## config.mk

```make
export PLATFORM = sky130hd
export DESIGN_NAME = mips_multicycle_ctrl
export DESIGN_NICKNAME = d
export VERILOG_FILES = /design/src/rtl/mips_ctrl_pkg.sv /design/src/rtl/mips_ctrl_dispatch.sv /design/src/rtl/mips_multicycle_ctrl.sv
export SDC_FILE = /design/constraint.sdc
export NUM_CORES = 1
export LEC_CHECK = 0
export CAP_MARGIN = 20
export CORE_MARGIN = 2
export CORE_UTILIZATION = 41
export DETAILED_ROUTE_END_ITERATION = 7
export GPL_TIMING_DRIVEN = 0
export PLACE_DENSITY_LB_ADDON = 0.08
export SLEW_MARGIN = 0
export SYNTH_ARGS = -nofsm -noshare
export SYNTH_HDL_FRONTEND = slang
export SYNTH_SLANG_ARGS = --single-unit
```

## constraint.sdc

```tcl
create_clock -name clk -period 2.5 [get_ports clk]
set_input_delay 0.625 -clock clk [delete_from_list [all_inputs] [get_ports clk]]
set_output_delay 0.625 -clock clk [all_outputs]
set_load 0.01 [all_outputs]
```

## src/rtl/mips_ctrl_pkg.sv

```systemverilog
// Shared encodings for the multi-cycle MIPS control FSM.
// Opcodes, functs, state codes and datapath select values.
package mips_ctrl_pkg;

    localparam logic [5:0] OP_RTYPE = 6'h00;
    localparam logic [5:0] OP_JAL   = 6'h03;
    localparam logic [5:0] OP_BEQ   = 6'h04;
    localparam logic [5:0] OP_BNE   = 6'h05;
    localparam logic [5:0] OP_ADDI  = 6'h08;
    localparam logic [5:0] OP_ADDIU = 6'h09;
    localparam logic [5:0] OP_LW    = 6'h23;
    localparam logic [5:0] OP_SW    = 6'h2B;

    localparam logic [5:0] FN_JR    = 6'h08;
    localparam logic [5:0] FN_ADD   = 6'h20;
    localparam logic [5:0] FN_ADDU  = 6'h21;
    localparam logic [5:0] FN_SLT   = 6'h2A;

    typedef enum logic [3:0] {
        S_FETCH     = 4'd0,
        S_DECODE    = 4'd1,
        S_MEM_ADDR  = 4'd2,
        S_MEM_READ  = 4'd3,
        S_MEM_WB    = 4'd4,
        S_MEM_WRITE = 4'd5,
        S_R_EXEC    = 4'd6,
        S_R_WB      = 4'd7,
        S_I_EXEC    = 4'd8,
        S_I_WB      = 4'd9,
        S_BRANCH    = 4'd10,
        S_JAL       = 4'd11,
        S_JR        = 4'd12,
        S_TRAP      = 4'd13
    } state_t;

    localparam logic [2:0] ALU_ADD = 3'b000;
    localparam logic [2:0] ALU_SUB = 3'b001;
    localparam logic [2:0] ALU_SLT = 3'b010;

    localparam logic [1:0] PC_ALU    = 2'd0;
    localparam logic [1:0] PC_ALUOUT = 2'd1;
    localparam logic [1:0] PC_JUMP   = 2'd2;
    localparam logic [1:0] PC_REGA   = 2'd3;

    localparam logic [1:0] RD_RT = 2'd0;
    localparam logic [1:0] RD_RD = 2'd1;
    localparam logic [1:0] RD_RA = 2'd2;

    localparam logic [1:0] M2R_ALUOUT = 2'd0;
    localparam logic [1:0] M2R_MDR    = 2'd1;
    localparam logic [1:0] M2R_PC     = 2'd2;

    localparam logic [1:0] SRCB_B      = 2'd0;
    localparam logic [1:0] SRCB_FOUR   = 2'd1;
    localparam logic [1:0] SRCB_IMM    = 2'd2;
    localparam logic [1:0] SRCB_IMM_SH = 2'd3;

endpackage

```

## src/rtl/mips_ctrl_dispatch.sv

```systemverilog
// DECODE-state dispatch: maps opcode/funct to the first execute state.
// Anything not recognised lands in TRAP.
module mips_ctrl_dispatch
    import mips_ctrl_pkg::*;
(
    input  logic [5:0] i_opcode,
    input  logic [5:0] i_funct,
    output state_t     o_next
);

    // Pure lookup; unsupported encodings fall through to TRAP
    always_comb begin
        o_next = S_TRAP;
        case (i_opcode)
            OP_RTYPE: begin
                case (i_funct)
                    FN_ADD, FN_ADDU, FN_SLT: o_next = S_R_EXEC;
                    FN_JR:                   o_next = S_JR;
                    default:                 o_next = S_TRAP;
                endcase
            end
            OP_LW, OP_SW:      o_next = S_MEM_ADDR;
            OP_ADDI, OP_ADDIU: o_next = S_I_EXEC;
            OP_BEQ, OP_BNE:    o_next = S_BRANCH;
            OP_JAL:            o_next = S_JAL;
            default:           o_next = S_TRAP;
        endcase
    end

endmodule

```

## src/rtl/mips_multicycle_ctrl.sv

```systemverilog
// Multi-cycle MIPS control FSM over a shared variable-latency memory.
// Optional MC_PERF_COUNTERS_EN adds cycle_cnt / instr_cnt outputs.
module mips_multicycle_ctrl
    import mips_ctrl_pkg::*;
#(
    parameter int STATE_W = 4,
    parameter int ALUOP_W = 3
) (
    input  logic               clk,
    input  logic               rst_n,
    input  logic [5:0]         opcode,
    input  logic [5:0]         funct,
    input  logic               alu_zero,
    input  logic               mem_ready,
    output logic               mem_rd,
    output logic               mem_wr,
    output logic               iord,
    output logic               ir_wr,
    output logic               pc_wr,
    output logic               pc_wr_cond,
    output logic [1:0]         pc_src,
    output logic               reg_wr,
    output logic [1:0]         reg_dst,
    output logic [1:0]         mem_to_reg,
    output logic               alu_src_a,
    output logic [1:0]         alu_src_b,
    output logic [ALUOP_W-1:0] alu_op,
    output logic [STATE_W-1:0] state,
    output logic               illegal
`ifdef MC_PERF_COUNTERS_EN
    ,
    output logic [31:0]        cycle_cnt,
    output logic [31:0]        instr_cnt
`endif
);

    state_t     r_state;
    state_t     w_next;
    state_t     w_dispatch;
    logic       r_illegal;
    logic       w_mem_rd;
    logic       w_mem_wr;
    logic       w_ir_wr;
    logic       w_pc_wr;
    logic       w_pc_wr_cond;
    logic       w_reg_wr;
    logic [2:0] w_alu_op;

    mips_ctrl_dispatch u_dispatch (
        .i_opcode (opcode),
        .i_funct  (funct),
        .o_next   (w_dispatch)
    );

    // State register and sticky illegal flag
    always_ff @(posedge clk or negedge rst_n) begin
        if (!rst_n) begin
            r_state   <= S_FETCH;
            r_illegal <= 1'b0;
        end else begin
            r_state <= w_next;
            if (r_state == S_TRAP)
                r_illegal <= 1'b1;
        end
    end

    // Per-state datapath controls and next state (Mealy on mem_ready)
    always_comb begin
        w_next       = r_state;
        w_mem_rd     = 1'b0;
        w_mem_wr     = 1'b0;
        w_ir_wr      = 1'b0;
        w_pc_wr      = 1'b0;
        w_pc_wr_cond = 1'b0;
        w_reg_wr     = 1'b0;
        w_alu_op     = ALU_ADD;
        iord         = 1'b0;
        pc_src       = PC_ALU;
        reg_dst      = RD_RT;
        mem_to_reg   = M2R_ALUOUT;
        alu_src_a    = 1'b0;
        alu_src_b    = SRCB_B;
        case (r_state)
            S_FETCH: begin
                w_mem_rd  = 1'b1;
                alu_src_b = SRCB_FOUR;
                if (mem_ready) begin
                    w_ir_wr = 1'b1;
                    w_pc_wr = 1'b1;
                    w_next  = S_DECODE;
                end
            end
            S_DECODE: begin
                alu_src_b = SRCB_IMM_SH;
                w_next    = w_dispatch;
            end
            S_MEM_ADDR: begin
                alu_src_a = 1'b1;
                alu_src_b = SRCB_IMM;
                w_next    = (opcode == OP_SW) ? S_MEM_WRITE
                                              : S_MEM_READ;
            end
            S_MEM_READ: begin
                w_mem_rd = 1'b1;
                iord     = 1'b1;
                if (mem_ready)
                    w_next = S_MEM_WB;
            end
            S_MEM_WB: begin
                w_reg_wr   = 1'b1;
                mem_to_reg = M2R_MDR;
                w_next     = S_FETCH;
            end
            S_MEM_WRITE: begin
                w_mem_wr = 1'b1;
                iord     = 1'b1;
                if (mem_ready)
                    w_next = S_FETCH;
            end
            S_R_EXEC: begin
                alu_src_a = 1'b1;
                w_alu_op  = (funct == FN_SLT) ? ALU_SLT : ALU_ADD;
                w_next    = S_R_WB;
            end
            S_R_WB: begin
                w_reg_wr = 1'b1;
                reg_dst  = RD_RD;
                w_next   = S_FETCH;
            end
            S_I_EXEC: begin
                alu_src_a = 1'b1;
                alu_src_b = SRCB_IMM;
                w_next    = S_I_WB;
            end
            S_I_WB: begin
                w_reg_wr = 1'b1;
                w_next   = S_FETCH;
            end
            S_BRANCH: begin
                alu_src_a    = 1'b1;
                w_alu_op     = ALU_SUB;
                pc_src       = PC_ALUOUT;
                w_pc_wr_cond = (opcode == OP_BNE) ? ~alu_zero
                                                  : alu_zero;
                w_next       = S_FETCH;
            end
            S_JAL: begin
                w_reg_wr   = 1'b1;
                reg_dst    = RD_RA;
                mem_to_reg = M2R_PC;
                w_pc_wr    = 1'b1;
                pc_src     = PC_JUMP;
                w_next     = S_FETCH;
            end
            S_JR: begin
                w_pc_wr = 1'b1;
                pc_src  = PC_REGA;
                w_next  = S_FETCH;
            end
            S_TRAP: begin
                w_next = S_TRAP;
            end
            default: begin
                w_next = S_FETCH;
            end
        endcase
    end

    // Strobes are masked by reset so an access dies without a clock edge
    assign mem_rd     = w_mem_rd & rst_n;
    assign mem_wr     = w_mem_wr & rst_n;
    assign ir_wr      = w_ir_wr & rst_n;
    assign pc_wr      = w_pc_wr & rst_n;
    assign pc_wr_cond = w_pc_wr_cond & rst_n;
    assign reg_wr     = w_reg_wr & rst_n;
    assign alu_op     = ALUOP_W'(w_alu_op);
    assign state      = STATE_W'(r_state);
    assign illegal    = r_illegal;

`ifdef MC_PERF_COUNTERS_EN
    logic [31:0] r_cycle_cnt;
    logic [31:0] r_instr_cnt;

    // Free-running cycle count (frozen in TRAP) and retired-instruction count
    always_ff @(posedge clk or negedge rst_n) begin
        if (!rst_n) begin
            r_cycle_cnt <= 32'd0;
            r_instr_cnt <= 32'd0;
        end else begin
            if (r_state != S_TRAP)
                r_cycle_cnt <= r_cycle_cnt + 32'd1;
            if (r_state != S_FETCH && w_next == S_FETCH)
                r_instr_cnt <= r_instr_cnt + 32'd1;
        end
    end

    assign cycle_cnt = r_cycle_cnt;
    assign instr_cnt = r_instr_cnt;
`endif

endmodule
```

## Word level (Yosys, flattened, before mapping)

Cells that the tools add are included.

- Bits in registers: 5
- Bits in latches: 0
- Memory bits (writable): 0
- Bits in read-only memories: 0
- Input port bits: 16
- Output and inout port bits: 24
- Logic and storage cells: 72
- Memories kept: 0

- Add/subtract/negate cells: 0
- $mul: 0
- Div/mod/pow operators: 0
- Magnitude comparators: 0
- Eq/ne operators: 27
- Shift-type cells: 0
- Muxes and demuxes: 23
- Bitwise logic cells: 7
- Reductions and logical operators: 13

Operators by type and width:

| operator | count |
|---|---|
| $pmux 4 s8 | 1 |
| $eq 6x6->1 const B | 5 |
| $eq 4x4->1 const B | 6 |
| $pmux 4 s5 | 1 |
| $eq 6x4->1 const B | 3 |
| $eq 4x3->1 const B | 4 |
| $reduce_or 2->1 | 7 |
| $eq 6x3->1 const B | 2 |
| $mux 4 | 3 |
| $pmux 2 s2 | 3 |
| $pmux 2 s3 | 2 |
| $mux 1 | 9 |
| $eq 4x2->1 const B | 2 |
| $pmux 4 s2 | 1 |
| $reduce_or 4->1 | 2 |
| $and 1x1->1 | 6 |
| $eq 6x2->1 const B | 1 |
| $logic_not 6->1 | 1 |
| $ne 2x2->1 const B | 3 |
| $eq 4x1->1 const B | 1 |
| $logic_not 4->1 | 1 |
| $mux 3 | 1 |
| $reduce_and 3->1 | 1 |
| $reduce_or 3->1 | 1 |
| 3 further kinds | 3 |

## Depth between registers and ports, before layout

Gate-level depths: netlist (run 1).

- Word-level depth: 5
- Depth in mapped cells: 5
- Depth with buffers taken out: 5

## Modules after synthesis

From an unflattened synthesis (run 1), not the netlist that was laid out.

- Cells, all modules: 119
- Area, all modules: 838.3 um^2

Modules (own cells, without submodules):

| module | times used | cells each | area an instance (um^2) | seq. area each (um^2) |
|---|---|---|---|---|
| mips_multicycle_ctrl | 1 | 93 | 656.9 | 125.1 |
| mips_ctrl_dispatch | 1 | 26 | 181.4 | 0.0 |

## Worst setup path after synthesis (run 1)

OpenSTA, ideal clock, no wires.

- Path kind: register -> output
- Start: reg r_state[2] (netlist: state[2])
- End: out pc_wr
- Arrival: 1411 ps
- Data required time: 1875 ps
- Slack: 464 ps
- Stages on the path, launching flop included: 6
- Buffers on the path: 1
- Cell sequence: dfrtp_1 clkbuf_1 nor2_1 nand2_1 nor3_1 a21o_1

- Longest elaborated chain between the ends: 4
- Elaborated cells on any way between the ends: 6
- Those cells by class: 2 x eq/ne; 1 x mux; 1 x bitwise; 2 x reduce/logical

RTL lines:

| element | RTL line | RTL |
|---|---|---|
| start: declaration | mips_multicycle_ctrl.sv:37 | `state_t r_state;` |
| start signal: assignment | mips_multicycle_ctrl.sv:61 | `r_state <= w_next;` |
| $eq 4x4->1 | mips_multicycle_ctrl.sv:83 | `case (r_state)` |
| $reduce_or 2->1 (no source line) | n/a |  |
| $pmux 1 s2 (*) | mips_multicycle_ctrl.sv:83 |  |
| $and 1x1->1 (*) | mips_multicycle_ctrl.sv:173 | `assign pc_wr = w_pc_wr & rst_n;` |
| end: declaration | mips_multicycle_ctrl.sv:19 | `output logic pc_wr,` |

Mark *: on every way between the ends. The rest lies on a longest branch, timed or not.

## Final worst setup path (run 1)

- Start: reg r_state[2] (netlist: state[2])
- End: out mem_rd

- Longest elaborated chain between the ends: 4
- Elaborated cells on any way between the ends: 5
- Those cells by class: 1 x eq/ne; 1 x mux; 1 x bitwise; 2 x reduce/logical

RTL lines:

| element | RTL line | RTL |
|---|---|---|
| $eq 4x2->1 / $logic_not 4->1 (equally long branches) | mips_multicycle_ctrl.sv:83 |  |
| $reduce_or 2->1 (no source line) (*) | n/a |  |
| $mux 1 (*) | mips_multicycle_ctrl.sv:83 |  |
| $and 1x1->1 (*) | mips_multicycle_ctrl.sv:170 | `assign mem_rd = w_mem_rd & rst_n;` |
| end: declaration | mips_multicycle_ctrl.sv:15 | `output logic mem_rd,` |

Marks and branches as above.

==> impl_metrics.yaml, run 1 <==
layout:
  diodes: 0
  design_area_um2: 1210
  final_cells: 168
  final_util_pct: 71.9
  area_growth_syn_to_layout_pct: 66.7
  layout-drive-gt1-share_pct: 21.9
  final_nets: 168
  nFillCells: 151
min_path:
  hold_class: "input port to asynchronous set/reset pin"
die:
  initial_utilization_pct: 43.1
  die_h_um: 46.1
  ios: 40
  die_x_um: 46.1
  coreArea_um2: 1690
  rows: 15
  die-area_um2: 2130
cts:
  cts_tree: "done"
  cts-buffers-inserted: 3
  cts_root_buffer: "clkbuf_4"
  htreeDepth: 1
  clock_latency_ns: 0.23
  cts_hold_buf: 0
  cts_max_path_buffers: 2
  clkTransAtPathRegs_ns: 0.04
  cts_sinks: 5
worst_setup_path:
  slowest_delay_ns: 0.56
  worstSetupPathType: "flip-flop to output port"
  cp_max_fo: 10
  critPathCaptureType: "output port"
  worst-endpoint-arrival_ns: 1.83
  cp_cell_sequence: "buf_4, nor2_4, nand2_1, a21oi_1, clkdlybuf4s50_1"
  crit_slowest_cell: "clkdlybuf4s50_1"
  cp-start-kind: "flip-flop"
  crit_required_ns: 1.88
synth:
  syn_avg_cell_area_um2: 6.74
  yosysTopAreaCellShare_pct: 17.2
  synth_cells: 108
  synth_seq_cells: 5
  synth-async-reset-ratio_pct: 100
  synthFlopType: "dfrtp_1"
  synth_cell_types: 42
  synthTopCellsByArea: "dfrtp_1, nor2_1, nor3_1, xnor2_1, o21ai_0"
  yosysSeqAreaShare_pct: 17.2
  synth_edf_count: 0
  synth_common_cells: "nor2_1, nand2_1, nor3_1, o21ai_0"
  yosysMostFrequentCell: "nor2_1"
  synth_largest_area_cell: "dfrtp_1"
  synth_nets: 124
  netlist_area_um2: 728
  yosysWarnings: 0
placed_design:
  gp_congestion: 0.968
  io_buffers: 38
  dp.cells: 163
  post-place-ws_ns: -0.448
  dpl.hpwl_mm: 1.74
  placed_cell_area_um2: 1130
routing:
  wl_per_cell_um: 13.6
  drc: 0
  drt_iter0_markers: 26
  ant_nets: 0
  vias: 959
  routed_via_density: 5.71
  drtPass1Iterations: 4
  totalWireLength_mm: 2.28
sta:
  hold_viol: 0
  maxSlewViolCount: 0
  period_share_pct: 98.1
  post-route-min-period_ns: 2.45
  fin_skew_ns: 0.00261
  max_freq_ghz: 0.408
  setup_ws_ns: 0.0476
  finalSetupViolCount: 0
pwr:
  power_density_nw_per_um2: 846
  p_total_mw: 1.03
  ir_drop_uv: 671
  leakage_nw: 0.510
grt:
  antenna_found_initial: 0
  overflow: 0
  first_global_vias: 825
  grt_usage_pct: 22.2
  grt_pass1_wl_mm: 3.45
  grt_max_degree: 11
job:
  maxCapViolCount: 0
run_status:
  outcome: "completed"
-- state kept, by name, summed over array words and instances (netlist names) --
| name | cells |
|---|---|
| illegal | 1 |
| state | 4 |
-- logic make-up (layout without fill, tap and decap cells) --
| family | count (synthesis) | in the layout | share of synthesized area [%] |
|---|---|---|---|
| AO/OA/AOI/OAI | 31 | 31 | 30.6 |
| XOR/XNOR | 4 | 4 | 4.81 |
| buffers and inverters | 12 | 55 | 7.22 |
| flip-flops | 5 | 5 | 17.2 |
| multiplexers | 1 | 1 | 1.55 |
| other | 1 | 1 | 0.515 |
| AND/OR/NAND/NOR | 54 | 54 | 38.1 |
-- power by group --
part           leakage (nW)  switching, mW  internal [mW]
Sequential           0.0545         0.0655          0.118
Combinational         0.441          0.373          0.382
Clock                0.0150         0.0284         0.0600
Total                 0.510          0.467          0.560
-- cells in the final DEF, fill, tap and decap left out, drive strengths merged, types with 2 or more instances in the layout --
cell type,instances
a211oi,2
a21o,2
a21oi,4
a22oi,2
and3,3
buf,7
clkbuf,6
clkdlybuf4s50,26
dfrtp,5
dlygate4sd2,8
dlymetal6s2s,2
inv,5
nand2,8
nand2b,3
nor2,18
nor2b,3
nor3,7
o21a,2
o21ai,6
o22ai,2
or2,2
or3,2
or4,2
xnor2,4
-- path summary, 6_finish.rpt --
check / startpoint / endpoint / slack (ns) / cells after the start
setup reg to reg: state[2] / state[1] / 0.99 / 4
min in group clk: illegal / illegal / 0.47 / 1
hold reg to reg: illegal / illegal / 0.47 / 1
setup / recovery: state[2] / mem_rd / 0.05 / 5
max in group asynchronous: rst_n / state[3] / 1.96 / 1
hold / removal: rst_n / illegal / 0.33 / 1
-- what timing repair did --
action	in CTS	in global routing
endpoints found under the setup margin	14	9
resized for setup	26	17
gates cloned	0	0
buffers inserted	0	2
pin swaps	0	1
-- area by class of cell --
| cell class | instances | area, µm² | area share, % |
|---|---|---|---|
| multi-input combinational | 91 | 586 | 48.2 |
| timing repair buffer | 40 | 387 | 31.9 |
| sequential | 5 | 130 | 10.7 |
| buffer | 6 | 42.5 | 3.51 |
| clock buffer | 4 | 26.3 | 2.16 |
| inverter | 5 | 21.3 | 1.75 |
| tap | 17 | 21.3 | 1.75 |
-- metal layers --
metal,wire [µm],global-route usage (%),up-vias
li1,-,-,481
met2,1130,36.1,37
met5,0,0,-
met4,0,6.86,0
met3,133,3.14,0
met1,1020,29.9,441
-- stage by stage --
| step | hold WS, ns | setup TNS [ns] |
|---|---|---|
| after floorplan | 0.329 | 0 |
| after global placement | 0.453 | -2.73 |
| after detailed placement | 0.462 | -2.74 |
| after CTS | 0.323 | -0.109 |
| after global routing | 0.339 | -0.0223 |
| final | 0.330 | 0 |
-- critical path, delay by kind of cell, from the launching register on --
kind                   cells  cell delay [ns]
DFF                        1             0.45
and+or+nand+nor            2             0.23
buffers and inverters      2             0.76
AOI/OAI and AO/OA          1             0.16
No activity file was read; power rests on OpenSTA's default activity.
==> inputs of run 2 (changes only) <==
HOLD_SLACK_MARGIN = 0.05   (was default)
MAX_ROUTING_LAYER = met4   (was default)
clock period = 2.9 ns   (was 2.5 ns; I/O delays follow)
==> run 2 against run 1 <==
  * Flip-flop and latch count unchanged
  * Cell count is 1.2% lower
  * Largest power group unchanged
  * Sequential share of layout area up 0.12 points
  * Highest routed layer unchanged
  * Clock power fell by 15%
==> impl_metrics.yaml, run 2 (synthesis gave the netlist of run 1 again) <==
placed_design:
  io_buffers: 38
  gp_congestion: 0.986
  dpl.hpwl_mm: 1.74
  dp.cells: 163
pwr:
  ir_drop_uv: 529
  leakage_nw: 0.456
  power_density_nw_per_um2: 720
routing:
  vias: 961
  drc: 0
  ant_nets: 0
  totalWireLength_mm: 2.24
  drtPass1Iterations: 4
  drt_iter0_markers: 36
  wl_per_cell_um: 13.5
  routed_via_density: 5.79
cts:
  cts_sinks: 5
  cts-buffers-inserted: 3
  htreeDepth: 1
  cts_hold_buf: 0
  clock_latency_ns: 0.23
  clkTransAtPathRegs_ns: 0.04
  cts_tree: "done"
  cts_setup_buffers: 0
  cts_max_path_buffers: 2
  cts_root_buffer: "clkbuf_4"
sta:
  post-route-min-period_ns: 2.80
  period_share_pct: 96.6
  whs_ns: 0.468
  hold_viol: 0
  rsz0062_at_grt: "yes"
  maxSlewViolCount: 0
  finalSetupViolCount: 0
  max_freq_ghz: 0.357
  fin_skew_ns: 0.00231
layout:
  area_growth_syn_to_layout_pct: 58.4
  layout_common_cells: "clkdlybuf4s50_1, nor2_1, nand2_1, dlygate4sd2_1"
  largest_reg_flops: 4
  final_common_cell: "clkdlybuf4s50_1"
  final_cells: 166
  diodes: 0
  layout-drive-gt1-share_pct: 11.4
  nFillCells: 150
  final_nets: 166
worst_setup_path:
  crit_slowest_cell: "clkdlybuf4s50_1"
  worstSetupPathType: "flip-flop to output port"
  slowest_delay_ns: 0.52
  cp_cell_sequence: "clkbuf_1, nor2_2, nand2_1, nor3_2, a21o_1, clkdlybuf4s50_1"
  cp-start-kind: "flip-flop"
  crit_required_ns: 2.17
  cp_max_fo: 10
  worst-endpoint-arrival_ns: 2.08
  critPathCaptureType: "output port"
die:
  die_x_um: 46.1
  die_h_um: 46.1
  rows: 15
  ios: 40
  initial_utilization_pct: 43.1
  coreArea_um2: 1690
  die-area_um2: 2130
grt:
  first_global_vias: 819
  antenna_found_initial: 0
  grt_max_degree: 11
  overflow: 0
  grt_pass1_wl_mm: 3.42
  grt_usage_pct: 22.7
job:
  maxCapViolCount: 0
min_path:
  hold_class: "flip-flop to flip-flop"
run_status:
  outcome: "completed"
-- run 2: cell types whose count changed in the layout (fill, tap and decap cells not counted), moves of 2 or more --
cell             change
dfrtp_2              -4
clkdlybuf4s15_1      +2
clkbuf_1             +3
dlymetal6s2s_1       -2
dfrtp_1              +4
clkdlybuf4s50_1      +2
buf_4                -4
-- run 2: layout make-up --
class	instances	area [µm²]	share of cell area, %
clock buffer	4	26.3	2.28
buffer	6	31.3	2.71
sequential	5	125	10.8
multi-input combinational	91	561	48.6
timing repair buffer	38	370	32.1
tap	17	21.3	1.84
inverter	5	18.8	1.63
-- run 2: path summary, 6_finish.rpt --
| check | slack (ns) | from | to | depth (start not counted) |
|---|---|---|---|---|
| min | 0.47 | illegal | illegal | 1 |
| min in group asynchronous | 0.48 | rst_n | state[1] | 1 |
| max | 0.1 | state[2] | pc_wr | 6 |
| max in group asynchronous | 2.14 | rst_n | state[3] | 1 |
| max reg2reg | 1.41 | state[0] | state[0] | 4 |
| min reg2reg | 0.47 | illegal | illegal | 1 |
-- run 2: where the power goes --
part,internal [mW],leakage [nW],switching (mW),total (mW)
clock network,0.0517,0.0150,0.0238,0.0755
registers,0.0975,0.0594,0.0487,0.146
logic,0.297,0.382,0.311,0.608
total,0.446,0.456,0.384,0.830
-- run 2: what timing repair did --
action / CTS / global route
resized for setup: 13 / 3
pin swaps: 0 / 0
endpoints found under the setup margin: 7 / 3
hold endpoints to repair: 0 / 0
-- run 2: metal layers --
| layer | global-route usage (%) | wire length (µm) | share of wire, % |
|---|---|---|---|
| met4 | 6.86 | 0 | 0 |
| met3 | 3.14 | 180 | 8.0 |
| met5 | - | 0 | 0 |
| met2 | 35.8 | 1070 | 48 |
| met1 | 29.9 | 983 | 44 |
-- run 2: worst max-delay path, delay by kind of cell (launching register included) --
family / cells / cell delay, ns
buffers and inverters: 2 / 0.79
flip-flops: 1 / 0.47
AO/OA/AOI/OAI: 1 / 0.10
AND/OR/NAND/NOR: 3 / 0.48
-- run 2: metrics by stage --
step	setup TNS, ns	instance area (µm²)	power (mW)	utilization, %	setup slack [ns]
3_3_place_gp	-0.936	1130	0.740	66.9	-0.264
2_1_floorplan	0	728	0.478	-	0.764
4_1_cts	0	1150	0.828	68.2	0.0566
6_report	0	1150	0.830	68.3	0.0973
5_1_grt	-0.0409	1150	0.893	68.3	-0.0409
3_5_place_dp	-0.927	1130	0.746	66.9	-0.248
